## config.mk

```make
export PLATFORM = sky130hd
export DESIGN_NAME = pipelined_instruction_decoder
export DESIGN_NICKNAME = d
export VERILOG_FILES = /design/src/rtl/pipelined_instruction_decoder.sv
export SDC_FILE = /design/constraint.sdc
export NUM_CORES = 1
export LEC_CHECK = 0
export CORE_UTILIZATION = 50
export DETAILED_ROUTE_END_ITERATION = 6
export GPL_ROUTABILITY_DRIVEN = 0
export PLACE_DENSITY = 0.78
export SETUP_SLACK_MARGIN = 0.15
export SYNTH_ARGS = -nofsm -noshare
export SYNTH_HDL_FRONTEND = slang
export SYNTH_SLANG_ARGS = --single-unit
export TNS_END_PERCENT = 30
```

## constraint.sdc

```tcl
create_clock -name i_clk -period 2.4 [get_ports i_clk]
set_input_delay 0.72 -clock i_clk [delete_from_list [all_inputs] [get_ports i_clk]]
set_output_delay 0.72 -clock i_clk [all_outputs]
set_load 0.005 [all_outputs]
```

## src/rtl/pipelined_instruction_decoder.sv

```systemverilog
// RV32I decode stage for the barrel-threaded core.
// An instruction is decoded combinationally on entry and stored in decoded
// form. Storage is an output register (OR) that drives every output, plus a
// one-entry skid register (SK) that absorbs a single beat of backpressure.
// A per-thread flush drops stored and incoming entries of a redirected thread.
module pipelined_instruction_decoder #(
    parameter int XLEN        = 32,
    parameter int NUM_THREADS = 16,
    parameter int TID_W       = (NUM_THREADS > 1) ? $clog2(NUM_THREADS) : 1
) (
    input  logic             i_clk,
    input  logic             i_rst,
    input  logic             i_valid,
    output logic             o_ready,
    input  logic [31:0]      i_instruction,
    input  logic [TID_W-1:0] i_tid,
    input  logic             i_flush,
    input  logic [TID_W-1:0] i_flush_tid,
    output logic             o_valid,
    input  logic             i_ready,
    output logic [TID_W-1:0] o_tid,
    output logic [6:0]       o_opcode,
    output logic [2:0]       o_funct3,
    output logic [6:0]       o_funct7,
    output logic [4:0]       o_rs1,
    output logic [4:0]       o_rs2,
    output logic [4:0]       o_wa,
    output logic [XLEN-1:0]  o_imm,
    output logic [2:0]       o_fmt,
    output logic             o_illegal
);

    // Format class codes as seen on o_fmt.
    localparam logic [2:0] FMT_R    = 3'd0;
    localparam logic [2:0] FMT_I    = 3'd1;
    localparam logic [2:0] FMT_S    = 3'd2;
    localparam logic [2:0] FMT_B    = 3'd3;
    localparam logic [2:0] FMT_U    = 3'd4;
    localparam logic [2:0] FMT_J    = 3'd5;
    localparam logic [2:0] FMT_NONE = 3'd7;

    // One fully decoded pipeline entry.
    typedef struct packed {
        logic [TID_W-1:0] tid;
        logic [6:0]       opcode;
        logic [2:0]       funct3;
        logic [6:0]       funct7;
        logic [4:0]       rs1;
        logic [4:0]       rs2;
        logic [4:0]       wa;
        logic [XLEN-1:0]  imm;
        logic [2:0]       fmt;
        logic             illegal;
    } entry_t;

    // Format class from the full 7-bit opcode; anything not listed, including
    // every opcode whose low two bits are not 2'b11, is unsupported.
    function automatic logic [2:0] decode_fmt(input logic [6:0] opcode);
        logic [2:0] fmt;
        case (opcode)
            7'b0110111, 7'b0010111:                         fmt = FMT_U;
            7'b1101111:                                     fmt = FMT_J;
            7'b1100111, 7'b0000011, 7'b0010011,
            7'b0001111, 7'b1110011:                         fmt = FMT_I;
            7'b0100011:                                     fmt = FMT_S;
            7'b1100011:                                     fmt = FMT_B;
            7'b0110011:                                     fmt = FMT_R;
            default:                                        fmt = FMT_NONE;
        endcase
        return fmt;
    endfunction

    // 32-bit immediate for the given format; R and unsupported give zero.
    function automatic logic [31:0] extract_imm(input logic [31:0] instr,
                                                input logic [2:0]  fmt);
        logic [31:0] imm;
        case (fmt)
            FMT_I:   imm = {{20{instr[31]}}, instr[31:20]};
            FMT_S:   imm = {{20{instr[31]}}, instr[31:25], instr[11:7]};
            FMT_B:   imm = {{19{instr[31]}}, instr[31], instr[7],
                            instr[30:25], instr[11:8], 1'b0};
            FMT_U:   imm = {instr[31:12], 12'h000};
            FMT_J:   imm = {{11{instr[31]}}, instr[31], instr[19:12],
                            instr[20], instr[30:21], 1'b0};
            default: imm = 32'h0000_0000;
        endcase
        return imm;
    endfunction

    // Widen a 32-bit immediate to XLEN, replicating bit 31.
    function automatic logic [XLEN-1:0] sext_xlen(input logic [31:0] imm32);
        logic signed [31:0] simm;
        simm = imm32;
        return XLEN'(simm);
    endfunction

    // Full decode of one instruction into a storable entry.
    function automatic entry_t decode_instr(input logic [31:0]      instr,
                                            input logic [TID_W-1:0] tid);
        entry_t e;
        logic [2:0] fmt;
        fmt       = decode_fmt(instr[6:0]);
        e.tid     = tid;
        e.opcode  = instr[6:0];
        e.funct3  = instr[14:12];
        e.funct7  = instr[31:25];
        e.rs1     = instr[19:15];
        e.rs2     = instr[24:20];
        e.wa      = instr[11:7];
        e.imm     = sext_xlen(extract_imm(instr, fmt));
        e.fmt     = fmt;
        e.illegal = (fmt == FMT_NONE);
        return e;
    endfunction

    // Contents presented on the data outputs while the stage is in reset.
    function automatic entry_t reset_entry();
        entry_t e;
        e     = '0;
        e.fmt = FMT_NONE;
        return e;
    endfunction

    entry_t or_data_r;
    entry_t sk_data_r;
    logic   or_valid_r;
    logic   sk_valid_r;
    logic   ready_r;

    entry_t in_dec_s;
    entry_t or_data_s;
    entry_t sk_data_s;
    logic   or_valid_s;
    logic   sk_valid_s;
    logic   accept_s;
    logic   in_keep_s;
    logic   sk_keep_s;
    logic   or_hold_s;

    // Next-state of OR/SK: drain/refill OR from SK then input, else park input in SK.
    always_comb begin
        in_dec_s   = decode_instr(i_instruction, i_tid);
        accept_s   = i_valid && ready_r;
        // A flushed input still completes its handshake but is not stored.
        in_keep_s  = accept_s && !(i_flush && (i_tid == i_flush_tid));
        sk_keep_s  = sk_valid_r && !(i_flush && (sk_data_r.tid == i_flush_tid));
        // OR stays put only if it is valid, not delivered and not flushed;
        // a delivered entry ignores a same-cycle flush of its thread.
        or_hold_s  = or_valid_r && !i_ready
                     && !(i_flush && (or_data_r.tid == i_flush_tid));
        or_valid_s = or_valid_r;
        or_data_s  = or_data_r;
        sk_valid_s = sk_valid_r;
        sk_data_s  = sk_data_r;
        if (or_hold_s) begin
            or_valid_s = 1'b1;
            // Accept implies SK was empty, so the input never overwrites SK.
            if (in_keep_s) begin
                sk_valid_s = 1'b1;
                sk_data_s  = in_dec_s;
            end else begin
                sk_valid_s = sk_keep_s;
            end
        end else begin
            sk_valid_s = 1'b0;
            if (sk_keep_s) begin
                or_valid_s = 1'b1;
                or_data_s  = sk_data_r;
            end else if (in_keep_s) begin
                or_valid_s = 1'b1;
                or_data_s  = in_dec_s;
            end else begin
                or_valid_s = 1'b0;
            end
        end
    end

    // Storage registers and the registered ready (ready whenever SK will be empty).
    always_ff @(posedge i_clk) begin
        if (i_rst) begin
            or_valid_r <= 1'b0;
            sk_valid_r <= 1'b0;
            ready_r    <= 1'b0;
            or_data_r  <= reset_entry();
            sk_data_r  <= reset_entry();
        end else begin
            or_valid_r <= or_valid_s;
            sk_valid_r <= sk_valid_s;
            ready_r    <= !sk_valid_s;
            or_data_r  <= or_data_s;
            sk_data_r  <= sk_data_s;
        end
    end

    assign o_ready   = ready_r;
    assign o_valid   = or_valid_r;
    assign o_tid     = or_data_r.tid;
    assign o_opcode  = or_data_r.opcode;
    assign o_funct3  = or_data_r.funct3;
    assign o_funct7  = or_data_r.funct7;
    assign o_rs1     = or_data_r.rs1;
    assign o_rs2     = or_data_r.rs2;
    assign o_wa      = or_data_r.wa;
    assign o_imm     = or_data_r.imm;
    assign o_fmt     = or_data_r.fmt;
    assign o_illegal = or_data_r.illegal;

endmodule

```

======== After elaboration in Yosys (flattened, before gate mapping) ========
Cells that the tools add are included.
word-level totals
  output and inout bits ................... 74
  register bits after elaboration ......... 147
operators by class
  bitwise logic cells ..................... 1
  reductions and logical operators ........ 18
  eq/ne operators ......................... 20
  multiplexer cells ....................... 9
operator list
  cell                                           number
  case mux 32 bit (5 select lines)               1
  2-to-1 mux 72 bit                              2
  == test 7 bit, second input constant           4
  == test 7 x 6 -> 1 bit, second input constant  3
  case mux 3 bit (6 select lines)                1
  == test 7 x 5 -> 1 bit, second input constant  2
  == test 4 bit                                  3
  == test 3 bit, second input constant           3
  logical AND 1 bit                              8
  == test 7 x 2 -> 1 bit, second input constant  1
  == test 7 x 4 -> 1 bit, second input constant  1
  == test 3 x 2 -> 1 bit, second input constant  2
  logical NOT 1 bit                              5
  2-to-1 mux 1 bit                               5
  OR reduction 5 bit                             1
  AND reduction 2 bit                            2
  == test 3 x 1 -> 1 bit, second input constant  1
  nonzero test 2 bit                             1
  OR reduction 2 bit                             1
  inverter 1 bit                                 1

======== Longest topological paths before layout ========
Gate-level depths: netlist of the first run.
  word-level depth ........................ 7
  mapped depth ............................ 8
  mapped depth without buffers ............ 6

======== Worst setup path after synthesis of the first run ========
OpenSTA, ideal clock, no wires.
  path type ............................... input to register
  start point ............................. input port i_flush_tid[1]
  end point ............................... register or_data_r (netlist bit o_imm[4])
  buffers on the path ..................... 2
  slack ................................... 284 ps
  data arrival time ....................... 2,020 ps
  stages on the path ...................... 7
  library setup time ...................... 96 ps
  data required time ...................... 2,304 ps
  cells stage by stage .................... xor2_1 o41a_1 buf_2 o21ai_2 buf_2 nand3b_1 o41ai_2
between the ends
  word-level cells in the longest chain between the ends .. 6
RTL lines
  item                                                                   RTL line       source
  from (decl)                                                            18             input logic [TID_W-1:0] i_flush_tid,
  == test 4 bit (on tied branches)                                       145, 146, 150
  logical AND 1 bit (on tied branches)                                   145, 146, 150
  logical NOT 1 bit (on tied branches)                                   145, 146, 150
  logical AND 1 bit (on tied branches)                                   145, 146, 150
  nonzero test 2 bit (no source line) or inverter 1 bit (tied branches)  -
  AND reduction 2 bit (no source line)                                   -
  to (signal assigned)                                                   184            or_data_r <= reset_entry();
  to (signal assigned)                                                   190            or_data_r <= or_data_s;
  to (decl)                                                              124            entry_t or_data_r;
Parallel ways exist; a longest one is shown, timed or not.
A chain may end at the register's enable or synchronous reset.

======== Worst setup path after layout of the first run ========
  start point ............................. input port i_instruction[4]
  end point ............................... register sk_data_r[5] (netlist bit)
between the ends
  word-level cells in the longest chain between the ends .. 5
RTL lines
  item                                                      RTL line  source
  from (decl)                                               15        input logic [31:0] i_instruction,
  == test 7 bit (tied with other cells)                     60        case (opcode)
  OR reduction 5 bit or OR reduction 2 bit (tied branches)  60
  case mux 3 bit (6 select lines) *                         60
  == test 3 bit (tied with other cells)                     77        case (fmt)
  case mux 32 bit (5 select lines) *                        77
  to (signal assigned)                                      185       sk_data_r <= reset_entry();
  to (signal assigned)                                      191       sk_data_r <= sk_data_s;
  to (decl)                                                 125       entry_t sk_data_r;
Every way passes the cells marked *; elsewhere a longest branch is shown, timed or not.

==> results.cfg, run 1 <==
[power_and_ir_drop]
vdd_ir_drop_max_uv = 355
intPower_w = 0.00440
p_per_area_mw_per_mm2 = 630
p_sw_w = 0.00146
total_power_w = 0.00586
pwr-share-clk_pct = 42.3
p_seq_share_pct = 44.0
leakage_nw = 3.42
swShare_pct = 25.0
p_comb_share_pct = 13.7

[synthesis]
postSynthCellCount = 773
synth_top_area_share_pct = 45.4
syn_area_sq_mm = 0.00648
ys_seq_area_share_pct = 45.4
synth.net_count = 818
synth.distinct_cells = 55
synth_area_per_cell_sq_um = 8.38
synth_edf_count = 0
synth_flop_cell = dfxtp_1
synthTopCellsByArea = dfxtp_1 (45%), nand2_1 (11%), a311oi_1 (6.2%), nor2_1 (5.2%), a21oi_1 (4.7%)
ys_ff_latch = 147
yosysTopAreaCell = dfxtp_1
async_reset_ff_share_pct = 0
yosysWarnings = 0

[sta]
skew_ns = 0.00669
min_period_ns = 2.22
drv_slew = 0
relSlewSlack_pct = 69.2
rsz0062_at_grt = true
max_freq_ghz = 0.451
tightest_slew_ns = 0.463
finalCritPeriodShare_pct = 92.3
setup_violations = 0
finalHoldViolCount = 0

[final_layout]
nets = 992
area_growth_pct = 43.4
regArea_sq_mm = 0.00294
multi_input_area_sq_mm = 0.00342
final_util_pct = 73.6
diodes = 0
layout-drive-gt1-share_pct = 22.0
fillers = 881

[clock_tree]
htree_levels = 4
clkSlewWorstSetupHoldPaths_ns = 0.06
insertion_delay_ns = 0.43
cts_buffer_depth = 2
cts-root-buf = clkbuf_16
clock_sinks = 147
ctsHoldBuffers = 0
cts_made_buffers = 17
cts_tree = done

[setup_path]
slowest_stage = a211oi_1
crit_top_cell = buf_4
crit_fanout = 9
crit_path_cell_trace = dlygate4sd2_1 -> buf_4 -> nand3b_2 -> a211oi_1 -> nor2_2 -> nor2_8 -> buf_4 -> a221oi_1 -> nor3_1
max_stage_delay_ns = 0.40
crit_required_ns = 2.74
endpoint_kind = flop
cp-start-kind = input pin
setup.worst_path.class = in -> reg
worstPathArrival_ns = 2.55

[die]
die_width_um = 116
ios = 119
die_height_um = 116
row_count = 41
die_area_sq_mm = 0.0134
fp.coreArea_sq_mm = 0.0126
start_util_pct = 51.3

[drt]
firstDrtPassIters = 5
dr_wl_met3_um = 1650
drc = 0
vias_per_cell = 5.93
ant_nets = 0
routed_wirelength_um = 20700
dr_wl_met2_um = 9840
highest_layer = met4
wl_met1_um = 8420
num_vias = 6706
drtIter0Drc = 670
drt-wirelength-per-cell_um = 18.3

[min_path]
hold_path_class = reg -> reg

[global_route]
grt_pass1_vias = 6292
track_usage_pct = 30.1
antenna_found_initial = 0
grt_start_max_net_pins = 69
grt.overflow.total = 0
grt_pass1_wl_um = 30800

[status]
status = finished, final reports clean

[placement]
hpwl_um = 13400
port_buffers = 118

[run]
maxCapViolCount = 0
## power groups by stage
stage	clock network [W]	registers (W)	logic, W
2_1_floorplan	0	0.00262	0.000313
3_3_place_gp	0	0.00262	0.000695
3_5_place_dp	0	0.00263	0.000716
4_1_cts	0.00248	0.00257	0.000765
5_1_grt	0.00259	0.00258	0.000853
6_report	0.00248	0.00258	0.000804
## cells by family (layout without fill, tap and decap cells)
kind of cell | after synthesis | count (layout) | share of synthesized area (%)
AO/OA/AOI/OAI | 209 | 209 | 25.7
buffers and inverters | 73 | 259 | 5.43
flip-flops | 147 | 147 | 45.4
multiplexers | 1 | 1 | 0.155
AND/OR/NAND/NOR | 330 | 330 | 21.6
XOR/XNOR | 13 | 13 | 1.76
## cells in the final DEF (no fill, tap or decap), drive strengths merged, types with 2 or more instances in the layout
cell / n
o41ai: 6
o2bb2ai: 11
o21ai: 3
nand2: 189
clkbuf: 23
a311oi: 47
xor2: 7
xnor2: 6
a21oi: 65
clkdlybuf4s50: 104
clkinv: 6
o21bai: 3
dfxtp: 147
a2bb2oi: 11
buf: 108
dlygate4sd2: 8
inv: 4
a21o: 9
a211o: 5
nor3: 12
a31oi: 2
nand2b: 5
nor2: 93
clkinvlp: 2
a211oi: 23
nor4: 4
nand3: 14
nand3b: 6
a221oi: 16
## through the flow
step	std cells	cell area [sq um]	hold slack, ns	setup WS, ns	setup TNS (ns)
after floorplan	773	6480	0.436	0.284	0
after global placement	1081	8320	0.436	-0.368	-45.28
after detailed placement	1081	8320	0.441	-0.494	-54.82
after CTS	1126	9110	0.454	0.0622	0
after global routing	1131	9290	0.467	0.0760	0
final	1131	9290	0.453	0.184	0
## state kept, by name (all words and copies together) (netlist names)
signal,count
o_wa,5
o_fmt,3
o_funct3,3
o_rs1,5
o_tid,4
sk_data_r,72
o_funct7,7
o_valid,1
sk_valid_r,1
o_opcode,7
o_imm,32
o_illegal,1
o_ready,1
o_rs2,5
## Yosys cell counts, types with 3 or more instances
library cell and count:
xnor2_1 6, nor3_1 11, xor2_1 7, a21oi_1 61, nand2_1 188, a211oi_1 5
nand3b_1 5, a211o_1 5, nor2_1 90, o41ai_1 4, inv_1 4, nand2b_1 5
clkbuf_1 26, a211oi_2 18, nand3_1 14, o21bai_1 3, dfxtp_1 147, a2bb2oi_1 11
a21o_1 9, a21oi_2 4, buf_2 32, buf_4 8, nor4_1 4, a311oi_1 46
o2bb2ai_1 11, a221oi_1 15
## per-layer routing
layer | GRT usage [%] | vias to the layer above
li1 | - | 3089
met1 | 37.7 | 3183
met2 | 49.1 | 364
met3 | 6.17 | 70
met4 | 15.1 | 0
met5 | 0 | -
## what timing repair did
action / CTS / global route
cloned: 4 / 0
setup buffers: 10 / 5
resized for setup: 37 / 33
endpoints found under the setup margin: 144 / 94
pin swaps: 12 / 12
hold endpoints to repair: 0 / 0
## worst max-delay path: cells and delay by family
| family | cells | cell delay [ns] |
|---|---|---|
| AO/OA/AOI/OAI | 2 | 0.48 |
| buffers and inverters | 3 | 0.59 |
| AND/OR/NAND/NOR | 4 | 0.75 |
## final timing paths
path | from | end | slack [ns] | cells after the start
setup / recovery | i_instruction[4] | sk_data_r[5]$_SDFFE_PP0P_ | 0.18 | 9
hold / removal | o_imm[14]$_SDFFE_PP0P_ | o_imm[14]$_SDFFE_PP0P_ | 0.45 | 1
setup reg to reg | o_tid[2]$_SDFFE_PP0P_ | o_rs1[4]$_SDFFE_PP0P_ | 0.33 | 9
hold reg to reg | o_imm[14]$_SDFFE_PP0P_ | o_imm[14]$_SDFFE_PP0P_ | 0.45 | 1
## cell type report
cell class,instances,area share (%)
clock buffers,22,5.00
clock inverters,9,0.889
inverters,4,0.162
multi-input cells,553,36.8
flip-flops and latches,147,31.7
well taps,172,2.32
repair buffers,224,23.2
No activity file was read; power rests on OpenSTA's default activity.
==> run 2: changes to the inputs <==
--- a/config.mk
+++ b/config.mk
@@ -5,10 +5,12 @@
 export SDC_FILE = /design/constraint.sdc
 export NUM_CORES = 1
 export LEC_CHECK = 0
+export ABC_AREA = 1
 export CORE_UTILIZATION = 50
 export DETAILED_ROUTE_END_ITERATION = 6
 export GPL_ROUTABILITY_DRIVEN = 0
-export PLACE_DENSITY = 0.78
+export MAX_ROUTING_LAYER = met4
+export PLACE_DENSITY = 0.77
 export SETUP_SLACK_MARGIN = 0.15
 export SYNTH_ARGS = -nofsm -noshare
 export SYNTH_HDL_FRONTEND = slang
==> run 2 against run 1 <==
Non-clock buffer count shrank 17. Sequential power is essentially flat. Utilization shrank 2.6 points. Global-route usage shrank 1.3 points. Sequential share of layout area shrank 0.86 points. Synthesized area grew 8.0%. Register-to-register slack gained 0.33 ns. Clock skew is essentially flat. Synthesized cell count grew 38%. Critical path depth grew 3. Setup slack gained 0.056 ns. Die area grew 7.8%.
==> results.cfg, run 2 <==
[die]
die_width_um = 120
start_util_pct = 52.0
fp.coreArea_sq_mm = 0.0135
ios = 119
die_height_um = 120
die_area_sq_mm = 0.0145
row_count = 42

[setup_path]
crit_required_ns = 2.76
crit_top_cell = nor2_1
path_delay_family = buffers and inverters
endpoint_kind = flop
worstPathArrival_ns = 2.52
setup.worst_path.class = in -> reg
cp-start-kind = input pin
crit_fanout = 6
crit_path_cell_trace = clkdlybuf4s50_1 -> inv_1 -> nand2_1 -> nor2_2 -> buf_4 -> nand2_1 -> buf_4 -> a21boi_0 -> nor2_1 -> a21oi_1 -> nor2_1 -> nor2_1
critPathBufInv = 4
r2r_slack_ns = 0.66
max_stage_delay_ns = 0.48
slowest_stage = clkdlybuf4s50_1

[status]
status = finished, final reports clean

[sta]
tightest_slew_ns = 0.351
relSlewSlack_pct = 76.6
min_period_ns = 2.16
skew_ns = 0.00680
max_freq_ghz = 0.463
worst_hold_slack_ns = 0.443
rsz0062_at_grt = true
fin_ws_ns = 0.239
finalHoldViolCount = 0
setup_violations = 0
finalCritPeriodShare_pct = 90.0
drv_slew = 0

[synthesis]
ys_top_cells_by_count = nand2_1 (328), dfxtp_1 (147), a21oi_1 (143)
ys_ff_latch = 147
syn_area_sq_mm = 0.00699
synth_top_area_share_pct = 42.1
synth_xor_area_share_pct = 0.250
synthSimpleGateAreaFrac_pct = 28.6
synthMuxAreaShare_pct = 0
synth_edf_count = 0
synth.distinct_cells = 29
yosysTopAreaCell = dfxtp_1
synthAdderAreaFrac_pct = 0
synth_top_family_by_area = simple AND/OR/NAND/NOR gates
synth.net_count = 1108
ys_seq_area_share_pct = 42.1
synth_area_per_cell_sq_um = 6.58
synth_flop_cell = dfxtp_1
yosysWarnings = 0
synth_compound_area_share_pct = 19.2
yosysMostFrequentCell = nand2_1
synthTopCellsByArea = dfxtp_1 (42%), nand2_1 (18%), a21oi_1 (10%), nor2_1 (7.4%), o21ai_0 (6.8%)
async_reset_ff_share_pct = 0
postSynthCellCount = 1063

[final_layout]
fin_area_sq_mm = 0.00955
nets = 1263
area_growth_pct = 36.6
layout_commonest_cell = nand2_1
regArea_sq_mm = 0.00294
diodes = 0
regMostFlops = sk_data_r
multi_input_area_sq_mm = 0.00340
fillers = 1109
final_cell_mix = nand2_1 (325), dfxtp_1 (147), a21oi_1 (143)
largest_reg_flops = 72
layout-drive-gt1-share_pct = 12.3
final_util_pct = 71.0

[drt]
drc = 0
drtIter0Drc = 624
num_vias = 7365
vias_per_cell = 5.23
routed_wirelength_um = 20200
ant_nets = 0
drt-wirelength-per-cell_um = 14.3
firstDrtPassIters = 6

[clock_tree]
insertion_delay_ns = 0.43
cts_buffer_depth = 2
htree_levels = 4
cts-root-buf = clkbuf_16
cts_made_buffers = 17
clkSlewWorstSetupHoldPaths_ns = 0.06
cts_tree = done
clock_sinks = 147

[global_route]
grt_pass1_vias = 6654
grt.overflow.total = 0
track_usage_pct = 28.8
grt_start_max_net_pins = 79
grt_pass1_wl_um = 32200
antenna_found_initial = 0

[placement]
place_ws_ns = -0.235
port_buffers = 118
placed_area_sq_mm = 0.00884
hpwl_um = 13200

[min_path]
hold_path_class = reg -> reg

[power_and_ir_drop]
pwr-share-clk_pct = 45.5
p_comb_share_pct = 12.6
swShare_pct = 24.0
p_sw_w = 0.00148
p_seq_share_pct = 41.8
intPower_w = 0.00469
vdd_ir_drop_max_uv = 410
leakage_nw = 4.07
p_per_area_mw_per_mm2 = 645

[run]
maxCapViolCount = 0
-- run 2: changes by cell type after synthesis, moves of 46 or more --
cell,delta
o21ai_0,+93
a21oi_1,+82
nor2_1,+48
nand2_1,+140
inv_1,+60
a311oi_1,-46
-- run 2: routing by layer --
layer / up-vias / GRT usage, % / share of wire (%)
li1: 3691 / - / -
met4: 0 / 10.3 / 2.0
met1: 3351 / 36.7 / 44
met2: 279 / 45.2 / 47
met5: - / - / 0
met3: 44 / 6.13 / 7.0
-- run 2: area by class of cell --
| type | instances | area share (%) |
|---|---|---|
| Clock buffer | 19 | 4.64 |
| Clock inverter | 13 | 1.93 |
| Inverter | 72 | 2.83 |
| Multi-Input combinational cell | 773 | 35.6 |
| Sequential cell | 147 | 30.8 |
| Tap cell | 176 | 2.31 |
| Timing Repair Buffer | 207 | 21.9 |
-- run 2: what timing repair did --
| action | in CTS | in global routing |
|---|---|---|
| hold buffers | 0 | 0 |
| endpoints found under the hold margin | 0 | 0 |
| buffers inserted | 0 | 2 |
| endpoints found under the setup margin | 0 | 83 |
| resized for setup | 0 | 17 |
-- run 2: worst paths after layout --
kind                                            startpoint                    endpoint  cells after the start
worst max-delay path                      i_instruction[4]       o_imm[3]$_SDFFE_PP0P_                     12
worst min-delay path            sk_data_r[44]$_SDFFE_PP0P_  sk_data_r[44]$_SDFFE_PP0P_                      2
worst max register to register       o_tid[0]$_SDFFE_PP0P_       o_imm[7]$_SDFFE_PP0P_                     11
worst min register to register  sk_data_r[44]$_SDFFE_PP0P_  sk_data_r[44]$_SDFFE_PP0P_                      2
-- run 2: logic make-up after synthesis --
kind of cell    count (synthesis)
flops                         147
compound gates                265
simple gates                  506
buf+inv                       143
xor+xnor                        2
-- run 2: worst register-to-register path: stages (launching register included) --
cell and delay, ns:
dfxtp_1 0.38, inv_1 0.05, nand2_1 0.07, o211ai_1 0.12, nor2_2 0.17, nor2_4 0.07
a21oi_4 0.19, buf_12 0.17, buf_12 0.14, nand2_1 0.05, nor2_1 0.16, nor2_1 0.05
-- run 2: power groups by stage --
stage               clock, W  combinational (W)  sequential [W]
global placement           0           0.000744         0.00263
CTS                  0.00284           0.000761         0.00258
finish               0.00281           0.000780         0.00258
detailed placement         0           0.000753         0.00263
global route         0.00296           0.000852         0.00259
floorplan                  0           0.000337         0.00263
-- run 2: through the flow --
step	instances	TNS, ns	total power, W
final	1407	0	0.00617
after global routing	1407	0	0.00640
after CTS	1404	0	0.00618
after detailed placement	1372	-19.38	0.00338
after global placement	1372	-14.48	0.00338
after floorplan	1063	0	0.00297
